==> config.mk <==
export PLATFORM = sky130hd
export DESIGN_NAME = axis_to_wb_writer
export DESIGN_NICKNAME = d
export VERILOG_FILES = /design/src/rtl/axis_to_wb_pkg.sv /design/src/rtl/axis_wb_fifo.sv /design/src/rtl/axis_to_wb_writer.sv
export SDC_FILE = /design/constraint.sdc
export NUM_CORES = 1
export LEC_CHECK = 0
export ABC_CLOCK_PERIOD_IN_PS = 5900
export BUFFER_PORTS_ARGS = -buffer_cell sky130_fd_sc_hd__buf_2
export CAP_MARGIN = 5
export CELL_PAD_IN_SITES_DETAIL_PLACEMENT = 1
export CELL_PAD_IN_SITES_GLOBAL_PLACEMENT = 1
export CORE_MARGIN = 3
export CORE_UTILIZATION = 45
export DETAILED_ROUTE_END_ITERATION = 8
export PLACE_DENSITY_LB_ADDON = 0.12
export SYNTH_ARGS = -nofsm -noshare
export SYNTH_HDL_FRONTEND = slang
export SYNTH_SLANG_ARGS = --single-unit
==> constraint.sdc <==
create_clock -name wb_clk_i -period 5.9 [get_ports wb_clk_i]
set_input_delay 1.18 -clock wb_clk_i [delete_from_list [all_inputs] [get_ports wb_clk_i]]
set_output_delay 1.18 -clock wb_clk_i [all_outputs]
set_load 0.01 [all_outputs]
==> src/rtl/axis_to_wb_pkg.sv <==
// Shared types and constants for the AXI-Stream to Wishbone write engine.
// Contents: FSM state encoding, full byte-select mask, bytes per bus word, data width.
package axis_to_wb_pkg;

   typedef enum logic [1:0] {
      StIdle,
      StRun,
      StDrain,
      StFinish
   } state_e;

   localparam int unsigned   DATA_W     = 32;
   localparam logic [3:0]    SEL_ALL    = 4'hF;
   localparam logic [31:0]   WORD_BYTES = 32'd4;

endpackage

==> src/rtl/axis_wb_fifo.sv <==
// Synchronous word FIFO buffering stream data ahead of the Wishbone writes.
// Ports:
//   clk_i, rst_i      clock, synchronous active-high clear
//   push_i, data_i    write a word (ignored when full)
//   pop_i             drop the head word (ignored when empty)
//   full_o, empty_o   occupancy flags
//   head_o            oldest stored word
module axis_wb_fifo
   import axis_to_wb_pkg::*;
#(
   parameter int unsigned FIFO_DEPTH = 4
) (
   input  logic              clk_i,
   input  logic              rst_i,
   input  logic              push_i,
   input  logic [DATA_W-1:0] data_i,
   input  logic              pop_i,
   output logic              full_o,
   output logic              empty_o,
   output logic [DATA_W-1:0] head_o
);

   localparam int unsigned AW = (FIFO_DEPTH > 1) ? $clog2(FIFO_DEPTH) : 1;

   logic [DATA_W-1:0] mem_q [FIFO_DEPTH];
   // One extra pointer bit distinguishes full from empty.
   logic [AW:0]       wr_ptr_q, wr_ptr_d;
   logic [AW:0]       rd_ptr_q, rd_ptr_d;
   logic              do_push, do_pop;

   assign empty_o = (wr_ptr_q == rd_ptr_q);
   assign full_o  = (wr_ptr_q[AW] != rd_ptr_q[AW]) && (wr_ptr_q[AW-1:0] == rd_ptr_q[AW-1:0]);
   assign head_o  = mem_q[rd_ptr_q[AW-1:0]];

   always_comb begin
      do_push  = push_i && !full_o;
      do_pop   = pop_i && !empty_o;
      wr_ptr_d = wr_ptr_q;
      rd_ptr_d = rd_ptr_q;
      if (do_push) wr_ptr_d = wr_ptr_q + 1'b1;
      if (do_pop)  rd_ptr_d = rd_ptr_q + 1'b1;
   end

   always_ff @(posedge clk_i) begin
      if (rst_i) begin
         wr_ptr_q <= '0;
         rd_ptr_q <= '0;
      end else begin
         wr_ptr_q <= wr_ptr_d;
         rd_ptr_q <= rd_ptr_d;
      end
   end

   // Storage needs no reset; only the pointers define validity.
   always_ff @(posedge clk_i) begin
      if (do_push) mem_q[wr_ptr_q[AW-1:0]] <= data_i;
   end

endmodule

==> src/rtl/axis_to_wb_writer.sv <==
// Stream-to-memory write engine: buffers AXI-Stream words and writes each one to
// consecutive word addresses as a Wishbone classic single write.
// Ports:
//   wb_clk_i, wb_rst_i         clock, synchronous active-high reset
//   start, base_addr, length   transfer request (sampled only when idle)
//   busy, done                 transfer status; done is a one-cycle pulse
//   err_early_last             tlast arrived before length words (sticky until start)
//   err_missing_last           length words arrived without tlast (sticky until start)
//   s_t*                       AXI-Stream slave
//   wbm_*                      Wishbone classic master (write only)
module axis_to_wb_writer
   import axis_to_wb_pkg::*;
#(
   parameter int unsigned FIFO_DEPTH = 4,
   parameter int unsigned LEN_W      = 12
) (
   input  logic              wb_clk_i,
   input  logic              wb_rst_i,
   input  logic              start,
   input  logic [31:0]       base_addr,
   input  logic [LEN_W-1:0]  length,
   output logic              busy,
   output logic              done,
   output logic              err_early_last,
   output logic              err_missing_last,
   input  logic              s_tvalid,
   input  logic [31:0]       s_tdata,
   input  logic              s_tlast,
   output logic              s_tready,
   output logic              wbm_cyc_o,
   output logic              wbm_stb_o,
   output logic              wbm_we_o,
   output logic [3:0]        wbm_sel_o,
   output logic [31:0]       wbm_adr_o,
   output logic [31:0]       wbm_dat_o,
   input  logic              wbm_ack_i
);

   state_e            state_q, state_d;
   logic [31:0]       addr_q, addr_d;
   logic [LEN_W-1:0]  len_q, len_d;
   logic [LEN_W-1:0]  acc_cnt_q, acc_cnt_d;
   logic [LEN_W-1:0]  wr_cnt_q, wr_cnt_d;
   logic              stb_q, stb_d;
   logic [31:0]       adr_q, adr_d;
   logic [31:0]       dat_q, dat_d;
   logic              busy_q, busy_d;
   logic              early_q, early_d;
   logic              missing_q, missing_d;

   logic              fifo_push, fifo_pop, fifo_full, fifo_empty;
   logic [31:0]       fifo_head;
   logic              accept;
   logic [LEN_W-1:0]  acc_next;

   axis_wb_fifo #(
      .FIFO_DEPTH (FIFO_DEPTH)
   ) u_fifo (
      .clk_i   (wb_clk_i),
      .rst_i   (wb_rst_i),
      .push_i  (fifo_push),
      .data_i  (s_tdata),
      .pop_i   (fifo_pop),
      .full_o  (fifo_full),
      .empty_o (fifo_empty),
      .head_o  (fifo_head)
   );

   assign s_tready = (state_q == StRun) && !fifo_full && (acc_cnt_q < len_q);
   assign accept   = s_tvalid && s_tready;
   assign acc_next = acc_cnt_q + LEN_W'(1);

   always_comb begin
      state_d   = state_q;
      addr_d    = addr_q;
      len_d     = len_q;
      acc_cnt_d = acc_cnt_q;
      wr_cnt_d  = wr_cnt_q;
      stb_d     = stb_q;
      adr_d     = adr_q;
      dat_d     = dat_q;
      busy_d    = busy_q;
      early_d   = early_q;
      missing_d = missing_q;
      fifo_push = 1'b0;
      fifo_pop  = 1'b0;

      unique case (state_q)
         StIdle: begin
            if (start) begin
               addr_d    = base_addr & ~(WORD_BYTES - 32'd1);
               len_d     = length;
               acc_cnt_d = '0;
               wr_cnt_d  = '0;
               early_d   = 1'b0;
               missing_d = 1'b0;
               busy_d    = 1'b1;
               state_d   = (length == '0) ? StFinish : StRun;
            end
         end
         StRun: begin
            if (accept) begin
               fifo_push = 1'b1;
               acc_cnt_d = acc_next;
               if (s_tlast && (acc_next < len_q)) begin
                  early_d = 1'b1;
                  state_d = StDrain;
               end else if (acc_next == len_q) begin
                  missing_d = !s_tlast;
                  state_d   = StDrain;
               end
            end
         end
         StDrain: begin
            if (fifo_empty && !stb_q) state_d = StFinish;
         end
         StFinish: begin
            busy_d  = 1'b0;
            state_d = StIdle;
         end
         default: state_d = StIdle;
      endcase

      // Write engine. stb always drops for a cycle after an ack, because the
      // memory side may ack combinationally and a held stb would write twice.
      if ((state_q == StRun) || (state_q == StDrain)) begin
         if (stb_q) begin
            if (wbm_ack_i) begin
               fifo_pop = 1'b1;
               addr_d   = addr_q + WORD_BYTES;
               wr_cnt_d = wr_cnt_q + LEN_W'(1);
               stb_d    = 1'b0;
            end
         end else if (!fifo_empty) begin
            stb_d = 1'b1;
            adr_d = addr_q;
            dat_d = fifo_head;
         end
      end
   end

   always_ff @(posedge wb_clk_i) begin
      if (wb_rst_i) begin
         state_q   <= StIdle;
         addr_q    <= '0;
         len_q     <= '0;
         acc_cnt_q <= '0;
         wr_cnt_q  <= '0;
         stb_q     <= 1'b0;
         adr_q     <= '0;
         dat_q     <= '0;
         busy_q    <= 1'b0;
         early_q   <= 1'b0;
         missing_q <= 1'b0;
      end else begin
         state_q   <= state_d;
         addr_q    <= addr_d;
         len_q     <= len_d;
         acc_cnt_q <= acc_cnt_d;
         wr_cnt_q  <= wr_cnt_d;
         stb_q     <= stb_d;
         adr_q     <= adr_d;
         dat_q     <= dat_d;
         busy_q    <= busy_d;
         early_q   <= early_d;
         missing_q <= missing_d;
      end
   end

   assign busy             = busy_q;
   assign done             = (state_q == StFinish);
   assign err_early_last   = early_q;
   assign err_missing_last = missing_q;
   assign wbm_cyc_o        = stb_q;
   assign wbm_stb_o        = stb_q;
   assign wbm_we_o         = stb_q;
   assign wbm_sel_o        = stb_q ? SEL_ALL : 4'h0;
   assign wbm_adr_o        = adr_q;
   assign wbm_dat_o        = dat_q;

endmodule

==> reports/qor.txt <==
worst skew pair latency: 0.55 ns
ys async rst share: 0%
Synth-to-Final Area Change: 16.8%
largest net degree at the start of global routing: 78
number of port buffers: 155
total placed cells including tap cells: 1399
placer congestion estimate: 0.841
commonest cells after routing, fill and taps aside: 194 x nand2_1, 154 x buf_2, 130 x dfxtp_1, 128 x edfxtp_1, 114 x a21oi_1
critical path launch point type: register
total congestion overflow: 0
max-slew violations: 0
most common cell after layout, fill and taps aside: nand2_1
io pins: 158
gr usage total: 21.5%
final hold violation count: 0
Largest stage delay, worst path: 0.70 ns
post-synthesis cell count: 984
Detail Placement HPWL: 18.3 mm
ANT cells: 0
crit-path max FO: 7
nets@finish: 1227
fraction of layout cells with a size suffix above 1: 22.3%
Total Wirelength: 28.5 mm
Avg Cell Area, Syn: 11.1 um2
Worst Setup End Kind: register
VDD IR max: 264 uV
filler cell count: 2614
post-route cell area: 0.0128 mm2
fin cells: 1449
sequential share of the synthesized area: 59.4%
CTS tree: built
Setup CP Type: register to register
initial drt markers: 442
Post-Syn Area: 0.0109 mm2
Worst Skew: 0.0184 ns
crit share post-route: 67.5%
Post-DP Area: 0.0119 mm2
Seq cells post-synth: 260
drc violations: 0
Die Wd: 162 um
Post-synth top flop: dfxtp_1
Inserted Clock Buffers: 28
CP required: 6.33 ns
crit-path cells: nand3_1 -> nor3_1 -> nand3_1 -> xnor2_1 -> ha_1 -> nand4_1 -> o2bb2ai_1 -> or4b_2 -> a221oi_1 -> mux2_2
CP arrival: 4.42 ns
CP max-delay cell: or4b_2
wire per inst: 19.6 um
RSZ-0062 raised after global routing: no
Buf/Inv on CP: 0
post-DR vias/cell: 5.49
number of synthesized flops with an enable pin: 128
vias in the first global route: 8111
drt pass-1 iters: 4
worst-margin pin slew: 0.985 ns
status: finished, final reports clean
antenna-violating nets left: 0
syn nets: 1101
Critical Path Most Common Cell: nand3_1
Top Family by Delay on Critical Path: simple AND/OR/NAND/NOR gates
num rows: 56
Max-slew headroom: 34.4%
setup bufs post-CTS: 0
Pleak: 0.00468 uW
Final setup viols: 0
DR vias: 7951
die area: 0.0262 mm2
first-pass GRT wire length: 45.2 mm
Synth warnings: 0
core footprint: 0.0237 mm2
post-synthesis cell type count: 65
Reg clk slew, reported paths: 0.06 ns
Setup TNS: 0 ns
max-cap viol count: 0
CTS max path bufs: 3
Sinks on Clock Net: 260
crit path time final: 3.98 ns
HP Class: register to register
H-tree depth: 1
initial antenna violation count: 2
Clk Tree Root Cell: clkbuf_16
Max Fclk: 0.251 GHz
Starting Density: 46.1%
Die Y-Extent: 162 um
Power Density: 344 mW/mm2
post-CTS resize count: 0
Post-CTS Hold Fix Bufs: 0
==> power by group <==
part | internal (uW) | switching, uW
Clock | 953 | 708
Sequential | 2020 | 97.9
Combinational | 218 | 391
Total | 3190 | 1200
==> metal layers <==
layer | part of all wire, % | global-route usage (%)
met4 | 1.5 | 3.92
met2 | 48 | 36.1
met3 | 4.7 | 4.03
met5 | 0.095 | 0
met1 | 46 | 29.6
==> worst reg2reg max path, stage by stage, from the launching register on <==
cell and delay, ns:
dfxtp_1 0.45, nand3_1 0.16, nor3_1 0.61, nand3_1 0.20
xnor2_1 0.26, ha_1 0.30, nand4_1 0.17, o2bb2ai_1 0.13
or4b_2 0.70, a221oi_1 0.53, mux2_2 0.39
==> sequential cells by signal, indices dropped and copies added, names as in the netlist <==
signal and flops:
state_q 2, wbm_adr_o 32, len_q 12, u_fifo.mem_q 128
u_fifo.rd_ptr_q 3, busy 1, u_fifo.wr_ptr_q 3, err_missing_last 1
err_early_last 1, wbm_dat_o 32, acc_cnt_q 12, addr_q 32
wbm_cyc_o 1
==> cells in the mapped netlist (16+ instances only) <==
cell        n  area share [%]
nand2_1   194             6.7
dfxtp_1   132              24
edfxtp_1  128              35
a21oi_1   114             5.2
nor2_1     49             1.7
clkbuf_1   44             1.5
nand3_1    39             1.8
ha_1       35             4.0
mux4_2     32             6.6
o21ai_0    25             1.1
inv_1      23            0.79
nand4_1    16            0.92
==> metrics by stage <==
stage | hold WS (ns) | worst slack (ns) | power, uW | util (%)
final | 0.441 | 1.92 | 4390 | 53.9
after global routing | 0.471 | 1.59 | 4600 | 53.9
after CTS | 0.439 | 1.93 | 4430 | 53.9
after detailed placement | 0.444 | 1.99 | 2770 | 50.2
after global placement | 0.439 | 2.05 | 2740 | 50.2
after floorplan | 0.427 | 2.68 | 2540 | -
==> final timing paths <==
kind                        startpoint                        end  slack, ns  cells past startpoint
max reg2reg  acc_cnt_q[2]$_SDFFE_PP0P_    state_q[1]$_SDFFE_PP0P_       1.92                     10
max          acc_cnt_q[2]$_SDFFE_PP0P_    state_q[1]$_SDFFE_PP0P_       1.92                     10
min reg2reg     addr_q[1]$_SDFFE_PP0N_  wbm_adr_o[1]$_SDFFE_PP0P_       0.44                      2
min             addr_q[1]$_SDFFE_PP0N_  wbm_adr_o[1]$_SDFFE_PP0P_       0.44                      2
==> cell type report <==
| cell class | count | area (um2) | share of cell area, % |
|---|---|---|---|
| Sequential cell | 260 | 6490 | 50.9 |
| Clock inverter | 13 | 110 | 0.863 |
| Clock buffer | 37 | 764 | 5.99 |
| Multi-Input combinational cell | 636 | 4090 | 32.0 |
| Inverter | 23 | 86.3 | 0.677 |
| Tap cell | 319 | 399 | 3.13 |
| Timing Repair Buffer | 161 | 823 | 6.45 |
==> logic make-up after synthesis <==
group	count (synthesis)	share of synthesized area [%]
fa+ha+maj	35	4.01
flops	260	59.4
simple gates	357	14.6
mux	36	6.97
xor+xnor	16	1.28
compound gates	192	10.4
buf+inv	88	3.33
(Power assumes the default switching activity.)
